<file path="src/rtl/comb_calc.sv">
// Registered signed two-operand calculator: add, subtract in either operand
// order and absolute value, with a per-result overflow flag and a sticky overflow.
module comb_calc #(
    parameter int W = 16
) (
    input  logic         clk,
    input  logic         rst_n,
    input  logic         in_valid,
    input  logic [2:0]   OP,
    input  logic [W-1:0] A,
    input  logic [W-1:0] B,
    input  logic         clr_sticky,
    output logic [W-1:0] R,
    output logic         ovf,
    output logic         out_valid,
    output logic         ovf_sticky
);

    localparam logic [W-1:0] MOST_NEG = {1'b1, {(W-1){1'b0}}};

    function automatic logic add_ovf(input logic sx, input logic sy, input logic sr);
        return (sx == sy) && (sr != sx);
    endfunction

    function automatic logic sub_ovf(input logic sx, input logic sy, input logic sr);
        return (sx != sy) && (sr != sx);
    endfunction

    logic [W-1:0] w_x;
    logic [W-1:0] w_y;
    logic [W-1:0] w_sum;
    logic [W-1:0] w_diff;
    logic [W-1:0] w_neg_y;
    logic [W-1:0] w_res;
    logic         w_ovf;

    logic [W-1:0] r_res;
    logic         r_ovf;
    logic         r_valid;
    logic         r_sticky;

    // OP[2] swaps the operand roles, so B+A / B-A / |A| reuse the A-first datapath.
    assign w_x     = OP[2] ? B : A;
    assign w_y     = OP[2] ? A : B;
    assign w_sum   = w_x + w_y;
    assign w_diff  = w_x - w_y;
    assign w_neg_y = {W{1'b0}} - w_y;

    // Result and overflow selection from the low opcode bits.
    always_comb begin
        w_res = w_sum;
        w_ovf = 1'b0;
        case (OP[1:0])
            2'b00: begin
                w_res = w_sum;
                w_ovf = add_ovf(w_x[W-1], w_y[W-1], w_sum[W-1]);
            end
            2'b01: begin
                w_res = w_diff;
                w_ovf = sub_ovf(w_x[W-1], w_y[W-1], w_diff[W-1]);
            end
            2'b10, 2'b11: begin
                if (w_y[W-1]) begin
                    w_res = w_neg_y;
                end else begin
                    w_res = w_y;
                end
                // Negating the most-negative value wraps back onto itself.
                w_ovf = (w_y == MOST_NEG);
            end
            default: begin
                w_res = w_sum;
                w_ovf = 1'b0;
            end
        endcase
    end

    // Result register: loads on a valid capture, otherwise holds.
    always_ff @(posedge clk or negedge rst_n) begin
        if (!rst_n) begin
            r_res   <= {W{1'b0}};
            r_ovf   <= 1'b0;
            r_valid <= 1'b0;
        end else begin
            r_valid <= in_valid;
            if (in_valid) begin
                r_res <= w_res;
                r_ovf <= w_ovf;
            end else begin
                r_res <= r_res;
                r_ovf <= r_ovf;
            end
        end
    end

    // Sticky overflow: a captured overflow wins over a simultaneous clear.
    always_ff @(posedge clk or negedge rst_n) begin
        if (!rst_n) begin
            r_sticky <= 1'b0;
        end else if (in_valid && w_ovf) begin
            r_sticky <= 1'b1;
        end else if (clr_sticky) begin
            r_sticky <= 1'b0;
        end else begin
            r_sticky <= r_sticky;
        end
    end

    assign R          = r_res;
    assign ovf        = r_ovf;
    assign out_valid  = r_valid;
    assign ovf_sticky = r_sticky;

endmodule

</file>
<file path="config.mk">
export PLATFORM = sky130hd
export DESIGN_NAME = comb_calc
export DESIGN_NICKNAME = d
export VERILOG_FILES = /design/src/rtl/comb_calc.sv
export SDC_FILE = /design/constraint.sdc
export NUM_CORES = 1
export LEC_CHECK = 0
export ABC_AREA = 1
export CAP_MARGIN = 5
export CORE_AREA = 2 2 108 110
export CTS_CLUSTER_DIAMETER = 30
export DETAILED_ROUTE_END_ITERATION = 6
export DIE_AREA = 0 0 110 112
export SLEW_MARGIN = 0
export SYNTH_ARGS = -nofsm -noshare
export SYNTH_HDL_FRONTEND = slang
export SYNTH_SLANG_ARGS = --single-unit
</file>
<file path="constraint.sdc">
create_clock -name clk -period 1.5 [get_ports clk]
set_clock_uncertainty 0.2 [all_clocks]
set_input_delay 0.225 -clock clk [delete_from_list [all_inputs] [get_ports clk]]
set_output_delay 0.225 -clock clk [all_outputs]
set_load 0.01 [all_outputs]
</file>
==> results of run 1 <==
-- area by class of cell --
cell class | instances | share of cell area
tap | 143 | 0.0264
inverter | 90 | 0.0532
multi-input combinational | 540 | 0.541
sequential | 19 | 0.0702
timing repair buffer | 219 | 0.295
timing repair inverter | 1 | 0.00240
clock buffer | 4 | 0.0116
-- power by group through the flow --
stage	Clock, mW	Sequential, mW	Combinational, mW
final	0.573	0.630	3.18
after global routing	0.613	0.641	3.45
after CTS	0.586	0.631	2.90
after detailed placement	0	0.643	2.40
after global placement	0	0.642	2.39
after floorplan	0	0.678	1.22
-- cells by family after synthesis --
logic type,Yosys count,synth area share
AO/OA/AOI/OAI,86,0.125
AND/OR/NAND/NOR,421,0.505
adder cells (fa/ha/maj),32,0.109
XOR/XNOR,1,0.00231
buffers and inverters,114,0.133
flip-flops,19,0.125
-- layout by cell type (no fill, tap or decap), types with 3 or more instances in the layout --
cell type and n:
a21oi_1 14, a21oi_2 19, buf_12 9, buf_4 127, buf_6 22, buf_8 3
clkbuf_16 3, clkdlybuf4s50_1 11, dfrtp_1 19, dlygate4sd2_1 45, ha_1 13, ha_4 15
inv_1 55, inv_2 31, nand2_1 162, nand2_2 55, nand2_4 19, nand3_1 58
nand3_2 19, nand3_4 4, nand4_1 12, nor2_1 48, nor2_2 16, nor2_4 10
o21ai_0 12, o21ai_1 13, o21ai_2 11, o21ai_4 7, or2_2 4
-- layer usage --
metal / track usage / vias to the layer above
li1: - / 2561
met1: 0.350 / 2322
met2: 0.427 / 166
met3: 0.0146 / 24
met4: 0.0700 / 0
met5: 0 / -
-- state kept, by name, summed over array words and instances, names as in the netlist --
register and count:
out_valid 1, R 16, ovf 1, ovf_sticky 1
-- what timing repair did --
item	CTS	global route
endpoints found under the hold margin	0	0
gates resized for setup	237	73
pin swaps	95	39
cloned	3	0
hold buffers	0	0
setup buffers	25	6
endpoints found under the setup margin	37	17
-- cells in the mapped netlist, types with 6 or more instances --
master,number,share of area
a21oi_1,34,0.045
buf_2,14,0.018
dfrtp_1,19,0.13
ha_1,30,0.099
inv_1,82,0.081
inv_2,6,0.0059
nand2_1,217,0.21
nand2_2,15,0.025
nand3_1,77,0.10
nand4_1,12,0.020
nor2_1,67,0.066
o21ai_0,36,0.047
-- final timing paths --
kind                                          end                    from  cells after the start
max                             R[12]$_DFFE_PN0P_                   OP[2]                     17
min                              R[8]$_DFFE_PN0P_                   rst_n                      2
max reg2reg                      R[5]$_DFFE_PN0P_        R[5]$_DFFE_PN0P_                      3
min reg2reg                ovf_sticky$_DFFE_PN0P_  ovf_sticky$_DFFE_PN0P_                      2
max in group asynchronous        R[7]$_DFFE_PN0P_                   rst_n                      2
min in group clk           ovf_sticky$_DFFE_PN0P_  ovf_sticky$_DFFE_PN0P_                      2
-- per-stage QoR --
| step | TNS [ps] | std cells | cell area [um2] | power [mW] |
|---|---|---|---|---|
| 3_3_place_gp | -20160 | 980 | 5490 | 3.03 |
| 2_1_floorplan | -13190 | 673 | 3860 | 1.90 |
| 3_5_place_dp | -20460 | 980 | 5490 | 3.05 |
| 4_1_cts | -10380 | 1010 | 6450 | 4.12 |
| 6_report | -11060 | 1016 | 6770 | 4.39 |
| 5_1_grt | -12890 | 1016 | 6770 | 4.70 |
==> flow_summary_export.csv, run 1 <==
group,metric,value,unit
detailed_routing,drt_iter0_markers,258,
timing,whs,104,ps
timing,slew_viol_final,0,
power,p_seq_frac,0.144,
clock_tree,cts.sinks,19,
timing,fin_crit_sh,1.52,
power,peakVddDrop,0.418,mV
finish,final_layout_size_suffix_gt1_frac,0.457,
detailed_routing,drt-pass1-iter-count,5,
global_routing,antenna_found_initial,0,
power,clkPwrFrac,0.131,
global_routing,grt_max_degree,20,
detailed_routing,wirelength,15.5,mm
floorplan,die_w,110,um
detailed_routing,route.met2.wl,7.42,mm
detailed_routing,wl_per_cell,15.3,um
yosys,ys_ff_latch,19,
yosys,synth.cell_area,0.00380,mm2
timing,maxSlewHeadroom,0.758,
detailed_routing,vias_per_cell,4.99,
clock_tree,cts_inserted_buffers,3,
setup_path,slowest_stage,"fa_2",
timing,setup_viol,17,
global_routing,grt_pass1_vias,4968,
detailed_routing,top_layer,"met4",
setup_path,path_buf_inv,5,
detailed_routing,drt-met1-wl,6.94,mm
run_status,violations,"negative setup slack",
finish,nFillCells,1048,
run_status,status,"finished, violations left",
setup_path,rrSetupSlack,450,ps
setup_path,cp_cell_sequence,"buf_8 -> buf_12 -> buf_8 -> o21ai_4 -> ha_4 -> inv_2 -> fa_2 -> inv_2 -> nand2_2 -> o21ai_4 -> nand3_2 -> nand3_2 -> nand2_1 -> nand3_1 -> nand2_1 -> nor2_1 -> nor2_1",
power,power_density,648,mW/mm2
yosys,synth_enable_flop_cells,0,
clock_tree,cts.htree.levels,1,
floorplan,placementRows,39,
clock_tree,clockRootBuffer,"clkbuf_16",
floorplan,coreArea,0.0112,mm2
clock_tree,clk_pin_slew_worst_paths,60,ps
job,cap_violations,0,
clock_tree,cts_tree,"yes",
finish,area_growth,78.3,%
detailed_routing,via_count,5073,
finish,final_util,0.606,
global_routing,grt.total_usage,0.254,
detailed_routing,route.met3.wl,785,um
yosys,yosys_warnings,0,
power,p_sw,1.93,mW
setup_path,critPathMaxStageDelay,350,ps
placed_design,gp_congestion,0.952,
yosys,avgSynthCellArea,5.64,um2
global_routing,grt_pass1_wl,24.6,mm
clock_tree,insertion_delay,250,ps
placed_design,dp_hpwl,11.9,mm
setup_path,required,1450,ps
floorplan,start_util,0.340,
yosys,synthCells,673,
finish,multi_input_area,0.00366,mm2
detailed_routing,drcViolationCount,0,
setup_path,crit_path_end_kind,"register",
setup_path,arrival,2230,ps
min_path,hp-class,"in2async",
placed_design,preCtsSetupSlack,-1370,ps
yosys,synth_nets,744,
placed_design,port_buffers,57,
yosys,ys_types,42,
floorplan,die_h,112,um
power,sw_frac_of_total,0.441,
setup_path,worstSetupStartpointType,"primary input",
timing,min_period,2270,ps
yosys,ys_seq_area_frac,0.125,
floorplan,dieArea,0.0123,mm2
timing,finalHoldViolations,0,
yosys,synthFlopType,"dfrtp_1",
power,combPwrFrac,0.726,
timing,fmax,440,MHz
power,p_int,2.45,mW
timing,layout_setup_ws,-775,ps
yosys,async_reset_ff_frac,1.00,
global_routing,gr-total-overflow,0,
timing,worst_pin_slew,359,ps
finish,antennaDiodeCount,0,
finish,seq_area,475,um2
setup_path,path_class,"in2reg",
timing,rsz0062_at_grt,"yes",
floorplan,io_pins,58,
setup_path,cp_top_family,"simple AND/OR/NAND/NOR gates",
finish,fin_nets,945,
setup_path,path_max_fanout,8,
clock_tree,clk_path_buf_depth,2,
detailed_routing,antenna_left,0,
power,p_leak,3.42,nW
Power figures use the tool's default switching activity.
==> run 2: changes to the inputs <==
--- a/config.mk
+++ b/config.mk
@@ -7,10 +7,13 @@
 export LEC_CHECK = 0
 export ABC_AREA = 1
 export CAP_MARGIN = 5
+export CELL_PAD_IN_SITES_DETAIL_PLACEMENT = 0
+export CELL_PAD_IN_SITES_GLOBAL_PLACEMENT = 1
 export CORE_AREA = 2 2 108 110
 export CTS_CLUSTER_DIAMETER = 30
 export DETAILED_ROUTE_END_ITERATION = 6
 export DIE_AREA = 0 0 110 112
+export PLACE_DENSITY_LB_ADDON = 0.1
 export SLEW_MARGIN = 0
 export SYNTH_ARGS = -nofsm -noshare
 export SYNTH_HDL_FRONTEND = slang
==> run 2 against run 1 <==
  * The flow still finishes with violations (negative setup slack)
  * Highest routed layer unchanged
  * Largest power group unchanged
  * Power fell by 3.5%
  * Hold slack about the same
  * Combinational power is 4% lower
  * Non-clock buffer count unchanged
  * Clock power shrank 3%
  * Fmax increased by 0.33%
  * Die area did not move
  * Sequential power about the same
==> flow_summary_export.csv, run 2 (same netlist as run 1, synthesis figures left out) <==
group,metric,value,unit
placed_design,dp_hpwl,12.4,mm
detailed_routing,drt_iter0_markers,236,
job,cap_violations,0,
setup_path,crit_path_end_kind,"register",
setup_path,slowest_stage,"fa_2",
timing,layout_setup_ws,-767,ps
finish,final_cells,1015,
setup_path,required,1450,ps
detailed_routing,wl_per_cell,15.0,um
floorplan,io_pins,58,
setup_path,path_buf_inv,6,
min_path,hp-class,"in2async",
detailed_routing,vias_per_cell,4.90,
timing,slew_viol_final,0,
detailed_routing,wirelength,15.2,mm
clock_tree,clk_path_buf_depth,2,
timing,setup_viol,17,
placed_design,gp_congestion,0.958,
clock_tree,cts.htree.levels,1,
finish,final_layout_size_suffix_gt1_frac,0.433,
clock_tree,cts_hold_buf,0,
setup_path,cp_top_family,"simple AND/OR/NAND/NOR gates",
placed_design,placed_cells,990,
finish,antennaDiodeCount,0,
finish,fin_nets,944,
setup_path,cp_common_cell,"nand2_1",
setup_path,path_class,"in2reg",
finish,largest_reg_flops,16,
timing,maxSlewHeadroom,0.684,
global_routing,grt_max_degree,20,
floorplan,coreArea,0.0112,mm2
timing,worst_pin_slew,469,ps
floorplan,start_util,0.340,
setup_path,path_max_fanout,8,
timing,finalSetupTns,-10830,ps
power,power_density,644,mW/mm2
finish,layout_common_cells,"nand2_1, buf_4, nand3_1, inv_1, nand2_2",
floorplan,dieArea,0.0123,mm2
global_routing,gr-total-overflow,0,
setup_path,r2r-start,"R[15]$_DFFE_PN0P_",
power,p_leak,3.35,nW
setup_path,worstRegToRegCells,3,
global_routing,antenna_found_initial,0,
floorplan,placementRows,39,
setup_path,arrival,2220,ps
clock_tree,cts.sinks,19,
finish,final_util,0.588,
finish,seq_area,475,um2
global_routing,grt_pass1_vias,4775,
detailed_routing,drcViolationCount,0,
floorplan,die_w,110,um
finish,nFillCells,1108,
timing,fin_crit_sh,1.51,
setup_path,worstSetupStartpointType,"primary input",
finish,final_common_cell,"nand2_1",
timing,min_period,2270,ps
clock_tree,cts_tree,"yes",
floorplan,die_h,112,um
power,peakVddDrop,0.792,mV
finish,multi_input_area,0.00355,mm2
run_status,violations,"negative setup slack",
detailed_routing,antenna_left,0,
run_status,status,"finished, violations left",
clock_tree,clockRootBuffer,"clkbuf_16",
global_routing,grt.total_usage,0.246,
clock_tree,insertion_delay,250,ps
setup_path,crit_start,"OP[2]",
setup_path,critPathMaxStageDelay,350,ps
setup_path,cp.depth,18,
finish,area_growth,73.0,%
clock_tree,cts_inserted_buffers,3,
detailed_routing,via_count,4969,
clock_tree,clk_pin_slew_worst_paths,50,ps
detailed_routing,drt-pass1-iter-count,4,
placed_design,port_buffers,57,
timing,fmax,441,MHz
timing,finalHoldViolations,0,
timing,rsz0062_at_grt,"yes",
global_routing,grt_pass1_wl,23.6,mm
setup_path,cp_cell_sequence,"buf_8 -> buf_12 -> buf_12 -> o21ai_4 -> ha_4 -> inv_2 -> fa_2 -> inv_2 -> buf_6 -> nand3_4 -> nand3_4 -> nand3_2 -> nand2_1 -> nand2_1 -> nand3_1 -> nand2_1 -> nor2_1 -> nor2_1",
[run 2: cell count changes in the layout (fill, tap and decap cells not counted), sizes merged]
cell           change
dlygate4sd2       -10
dlymetal6s2s       +8
buf                +2
bufbuf             -2
clkdlybuf4s50      +2
clkinv             -1
[run 2: cell type report]
cell class / count / share of cell area
clock buffers: 4 / 0.0120
flip-flops and latches: 19 / 0.0724
multi-input cells: 540 / 0.540
repair buffers: 219 / 0.294
inverters: 90 / 0.0545
well taps: 143 / 0.0272
[run 2: worst paths after layout]
kind | endpoint | slack (ps)
setup / recovery | R[14]$_DFFE_PN0P_ | -770
hold / removal | R[0]$_DFFE_PN0P_ | 100
setup reg to reg | R[15]$_DFFE_PN0P_ | 450
hold reg to reg | ovf_sticky$_DFFE_PN0P_ | 270
max in group asynchronous | R[13]$_DFFE_PN0P_ | 790
min in group clk | ovf_sticky$_DFFE_PN0P_ | 270
[run 2: through the flow]
stage	instance area, um2	worst slack, ps	hold WS [ps]	total power [mW]
floorplan	3860	-880	-271	1.90
global placement	5560	-1370	263	3.10
detailed placement	5560	-1360	268	3.11
CTS	6330	-772	110	4.08
global route	6570	-890	137	4.55
finish	6570	-767	104	4.23
[run 2: per-layer routing]
layer / GRT usage / routed length (um)
met5: 0 / 0
met4: 0.0793 / 448
met3: 0.00585 / 679
met2: 0.401 / 6820
met1: 0.349 / 7240
[run 2: power breakdown]
group | internal, mW | switching [mW] | leakage [nW]
Sequential | 0.592 | 0.0397 | 0.221
Combinational | 1.43 | 1.62 | 3.09
Clock | 0.362 | 0.194 | 0.0382
[run 2: worst register-to-register path: stages, from the launching register on]
cell and delay [ps]:
dfrtp_1 380, or2_2 270, nand2_1 60, inv_1 30
[run 2: what timing repair did]
action,4_1_cts,5_1_grt
pin swaps,79,63
setup buffers,19,6
gates resized for setup,201,69
setup endpoints to repair,37,18
==> RTL edit 1: new RTL, config.mk and constraints of run 2 <==
Add an input register stage for `in_valid`, `OP`, `A`, `B` and `clr_sticky`, without a reset; this delays them by one clock.
--- a/src/rtl/comb_calc.sv
+++ b/src/rtl/comb_calc.sv
@@ -18,4 +18,18 @@
 
     localparam logic [W-1:0] MOST_NEG = {1'b1, {(W-1){1'b0}}};
+
+    logic in_valid_q;
+    logic [2:0] OP_q;
+    logic [W-1:0] A_q;
+    logic [W-1:0] B_q;
+    logic clr_sticky_q;
+
+    always_ff @(posedge clk) begin
+        in_valid_q   <= in_valid;
+        OP_q         <= OP;
+        A_q          <= A;
+        B_q          <= B;
+        clr_sticky_q <= clr_sticky;
+    end
 
     function automatic logic add_ovf(input logic sx, input logic sy, input logic sr);
@@ -41,6 +55,6 @@
 
     // OP[2] swaps the operand roles, so B+A / B-A / |A| reuse the A-first datapath.
-    assign w_x     = OP[2] ? B : A;
-    assign w_y     = OP[2] ? A : B;
+    assign w_x     = OP_q[2] ? B_q : A_q;
+    assign w_y     = OP_q[2] ? A_q : B_q;
     assign w_sum   = w_x + w_y;
     assign w_diff  = w_x - w_y;
@@ -51,5 +65,5 @@
         w_res = w_sum;
         w_ovf = 1'b0;
-        case (OP[1:0])
+        case (OP_q[1:0])
             2'b00: begin
                 w_res = w_sum;
@@ -83,6 +97,6 @@
             r_valid <= 1'b0;
         end else begin
-            r_valid <= in_valid;
-            if (in_valid) begin
+            r_valid <= in_valid_q;
+            if (in_valid_q) begin
                 r_res <= w_res;
                 r_ovf <= w_ovf;
@@ -98,7 +112,7 @@
         if (!rst_n) begin
             r_sticky <= 1'b0;
-        end else if (in_valid && w_ovf) begin
+        end else if (in_valid_q && w_ovf) begin
             r_sticky <= 1'b1;
-        end else if (clr_sticky) begin
+        end else if (clr_sticky_q) begin
             r_sticky <= 1'b0;
         end else begin
Function: changed (a bounded check fails within 4 cycles, from zero or initial values and one cycle with rst_n low).
==> RTL edit 1 against run 2 <==
The flow still finishes with violations (setup timing); critical path depth unchanged; routed wire length decreased by 3.4%; total power increased by 37%; worst setup slack got worse by 0.30 ns; final area increased by 4.8%; register-to-register slack got worse by 1.5 ns; sequential cell count increased by 37; synthesized area increased by 13%; largest cell class unchanged.
==> RTL edit 1: results (changes against run 2) <==
post-synthesis adder-cell area fraction = 9.662% (-1.3 points)
total iterations of the first detailed-routing run = 5 (+1)
reg2reg setup slack = -1.07 ns (-1.52 ns)
Routability Congestion = 0.9245 (-3.5%)
CTS Buf Count = 5 (+2)
Overall Global Routing Usage = 24.95% (+0.30 points)
Final setup viols = 18 (+1)
Signal buf overhead = 25.66% (-3.7 points)
post-DP HPWL = 11.71 mm (-5.3%)
outcome = complete, but fails checks
top post-synthesis cells by area = dfxtp_1, nand2_1, dfrtp_1, ha_1, nand3_1
routed vias = 4828 (-2.8%)
Total Nets Final = 917 (-2.9%)
Critical-path top delay cell = dfxtp_4
Cell Area, Placed = 6050 um2 (+8.7%)
power in combinational cells = 2.73 mW (-10%)
Slew Limit Headroom = 71.78% (+3.4 points)
fraction of area in multi-input gates = 46.42% (-7.6 points)
asr flop ratio synth = 33.93% (-66 points)
Critical Path Max Stage Delay = 0.42 ns (+0.07 ns)
Crit Path Max Fanout = 6 (-2)
post-CTS setup buffer count = 10 (-9)
register area share after synthesis = 28.29% (+16 points)
Initial DRC Count = 202 (-14%)
layout cells sized above 1 = 37.12% (-6.2 points)
Seq. cell area = 1220 um2 (+160%)
clock buf count = 7 (+3)
Seq pwr share = 29.3% (+14 points)
Internal Power = 3.742 mW (+57%)
CTS Sinks = 56 (+37)
failing checks = setup timing
fraction of area in registers = 17.72% (+10 points)
Setup WS post-layout = -1.072 ns (-0.3049 ns)
Layout clock area frac = 2.545% (+1.3 points)
Non-clk bufs = 205 (-6.4%)
first-pass GRT wire length = 23.30 mm (-1.3%)
WL per Instance = 14.83 um (-0.86%)
number of global-route vias before repair = 4692 (-1.7%)
leading cell types by count after synthesis = nand2_1, inv_1, nand3_1
==> RTL edit 1: cell types whose count changed in the layout (fill, tap and decap cells not counted), moves of 6 or more <==
| cell | delta |
|---|---|
| a21oi_1 | +10 |
| buf_6 | -12 |
| inv_2 | -14 |
| dlygate4sd2_1 | -16 |
| o21ai_0 | +10 |
| dlymetal6s2s_1 | -8 |
| inv_1 | +14 |
| o21ai_2 | +7 |
| a21oi_2 | -6 |
| dfxtp_1 | +36 |
| nand2_1 | -37 |
| clkdlybuf4s50_1 | +25 |
| nand2_2 | -25 |
==> RTL edit 1: logic make-up (layout without fill, tap and decap cells) <==
| family | after synthesis | after routing |
|---|---|---|
| adder cells (fa/ha/maj) | 32 | 32 |
| buffers and inverters | 112 | 302 |
| AND/OR/NAND/NOR | 341 | 341 |
| flip-flops | 56 | 56 |
| XOR/XNOR | 2 | 2 |
| AO/OA/AOI/OAI | 113 | 113 |
==> RTL edit 1: path summary, 6_finish.rpt <==
check / startpoint / end / depth (start not counted)
min in group clk: A[3] / A_q[3] / 1
max in group asynchronous: rst_n / out_valid / 2
setup / recovery: OP_q[2] / R[8] / 18
hold / removal: rst_n / R[6] / 2
hold reg to reg: clr_sticky_q / ovf_sticky / 3
setup reg to reg: OP_q[2] / R[8] / 18
==> RTL edit 1: metrics by stage <==
step                instances  setup TNS [ns]
floorplan                 656          -16.00
detailed placement        965          -16.83
global placement          965          -16.15
finish                    989          -16.06
global route              989          -18.65
CTS                       984          -15.81
==> RTL edit 1: per-layer routing <==
metal / up-vias / part of all wire, % / GRT usage, %
met5: - / 0 / 0
met4: 0 / 1.6 / 6.667
met3: 15 / 4.5 / 4.157
met2: 120 / 47 / 40.08
met1: 2193 / 47 / 34.31
li1: 2500 / - / -
==> RTL edit 2: new RTL, config.mk and constraints of run 2 <==
Made on the original files. `W`: 16 -> 8.
--- a/src/rtl/comb_calc.sv
+++ b/src/rtl/comb_calc.sv
@@ -2,5 +2,5 @@
 // order and absolute value, with a per-result overflow flag and a sticky overflow.
 module comb_calc #(
-    parameter int W = 16
+    parameter int W = 8
 ) (
     input  logic         clk,
Interface: changed (resized A, B and R); port bits go from 58 to 34. No check against the original RTL was run, so the function may have changed too.
==> RTL edit 2 against run 2 <==
The flow still finishes with violations (setup timing); worst hold slack lost 0.014 ns; count of clock-buffer cells in the layout is the same; sequential cell count shrank 8; critical path depth is the same; synthesized cell count shrank 59%; worst setup slack gained 0.27 ns; synthesized area shrank 58%; final area shrank 52%; total power shrank 50%; routed wire length shrank 58%.
==> RTL edit 2: results (changes against run 2) <==
post-synthesis adder-cell area fraction = 13.52% (+2.6 points)
post-CTS setup buffer count = 14 (-5)
met3 Use GR = 0.8197% (+0.23 points)
Final setup viols = 9 (-8)
Mapped Cells = 278 (-59%)
top post-synthesis cells by area = nand2_1, dfrtp_1, ha_1, nand3_1, inv_1
met1 Resource Use GR = 15.49% (-19 points)
routed vias = 2066 (-58%)
syn nets = 317 (-57%)
Critical Path Max Stage Delay = 0.31 ns (-0.04 ns)
WL met3 = 198 um (-71%)
post-DP HPWL = 5.557 mm (-55%)
outcome = complete, but fails checks
failing checks = setup timing
leading cell types by count after synthesis = nand2_1, inv_1, nand3_1
Synth Area in XOR/XNOR = 0% (-0.23 points)
kind of cell adding the most delay to the critical path = buffers and inverters
CTS Sinks = 11 (-8)
Routability Congestion = 0.7875 (-18%)
Met2 Wirelength = 3.142 mm (-54%)
Layout clock area frac = 2.485% (+1.3 points)
Worst Path Arrival = 1.93 ns (-0.29 ns)
multi-input logic area = 1580 um2 (-55%)
Synth Area in Compound Gates = 14.15% (+1.6 points)
Crit Path Max Fanout = 7 (-1)
Inverters = 41 (-54%)
fraction of area in registers = 8.679% (+1.4 points)
PostCTS Resize Cnt = 103 (-49%)
Cell Area, Placed = 2618 um2 (-53%)
Setup WS post-layout = -0.4958 ns (+0.2716 ns)
largest net degree at the start of global routing = 12 (-40%)
IO Port Bufs = 33 (-42%)
register area share after synthesis = 17.30% (+4.8 points)
Critical-path top delay cell = ha_4
Max VDD drop = 0.4448 mV (-44%)
pre-CTS setup slack = -1.317 ns (+0.04283 ns)
Setup TNS Final = -3.846 ns (+6.982 ns)
post-route cell area = 3172 um2 (-52%)
RTL edit 2: cell types whose count changed in the layout (fill, tap and decap cells not counted), sizes merged, moves of 12 or more:
cell,delta
nand2,-147
buf,-92
inv,-49
nand3,-48
nor2,-43
o21ai,-23
a21oi,-18
ha,-16
dlygate4sd2,-12
RTL edit 2: path summary, 6_finish.rpt:
path	start	end	slack, ns	cells after the start
min in group clk	R[5]	R[5]	0.27	2
max in group asynchronous	rst_n	R[4]	0.86	2
worst max register to register	R[7]	R[7]	0.44	3
worst min-delay path	rst_n	R[7]	0.09	2
worst max-delay path	OP[2]	R[6]	-0.50	18
worst min register to register	R[5]	R[5]	0.27	2
RTL edit 2: power breakdown:
group / internal (mW) / switching [mW] / leakage, nW
Clock: 0.356 / 0.126 / 0.0382
Sequential: 0.341 / 0.0213 / 0.131
Combinational: 0.605 / 0.650 / 1.39
Total: 1.30 / 0.797 / 1.56
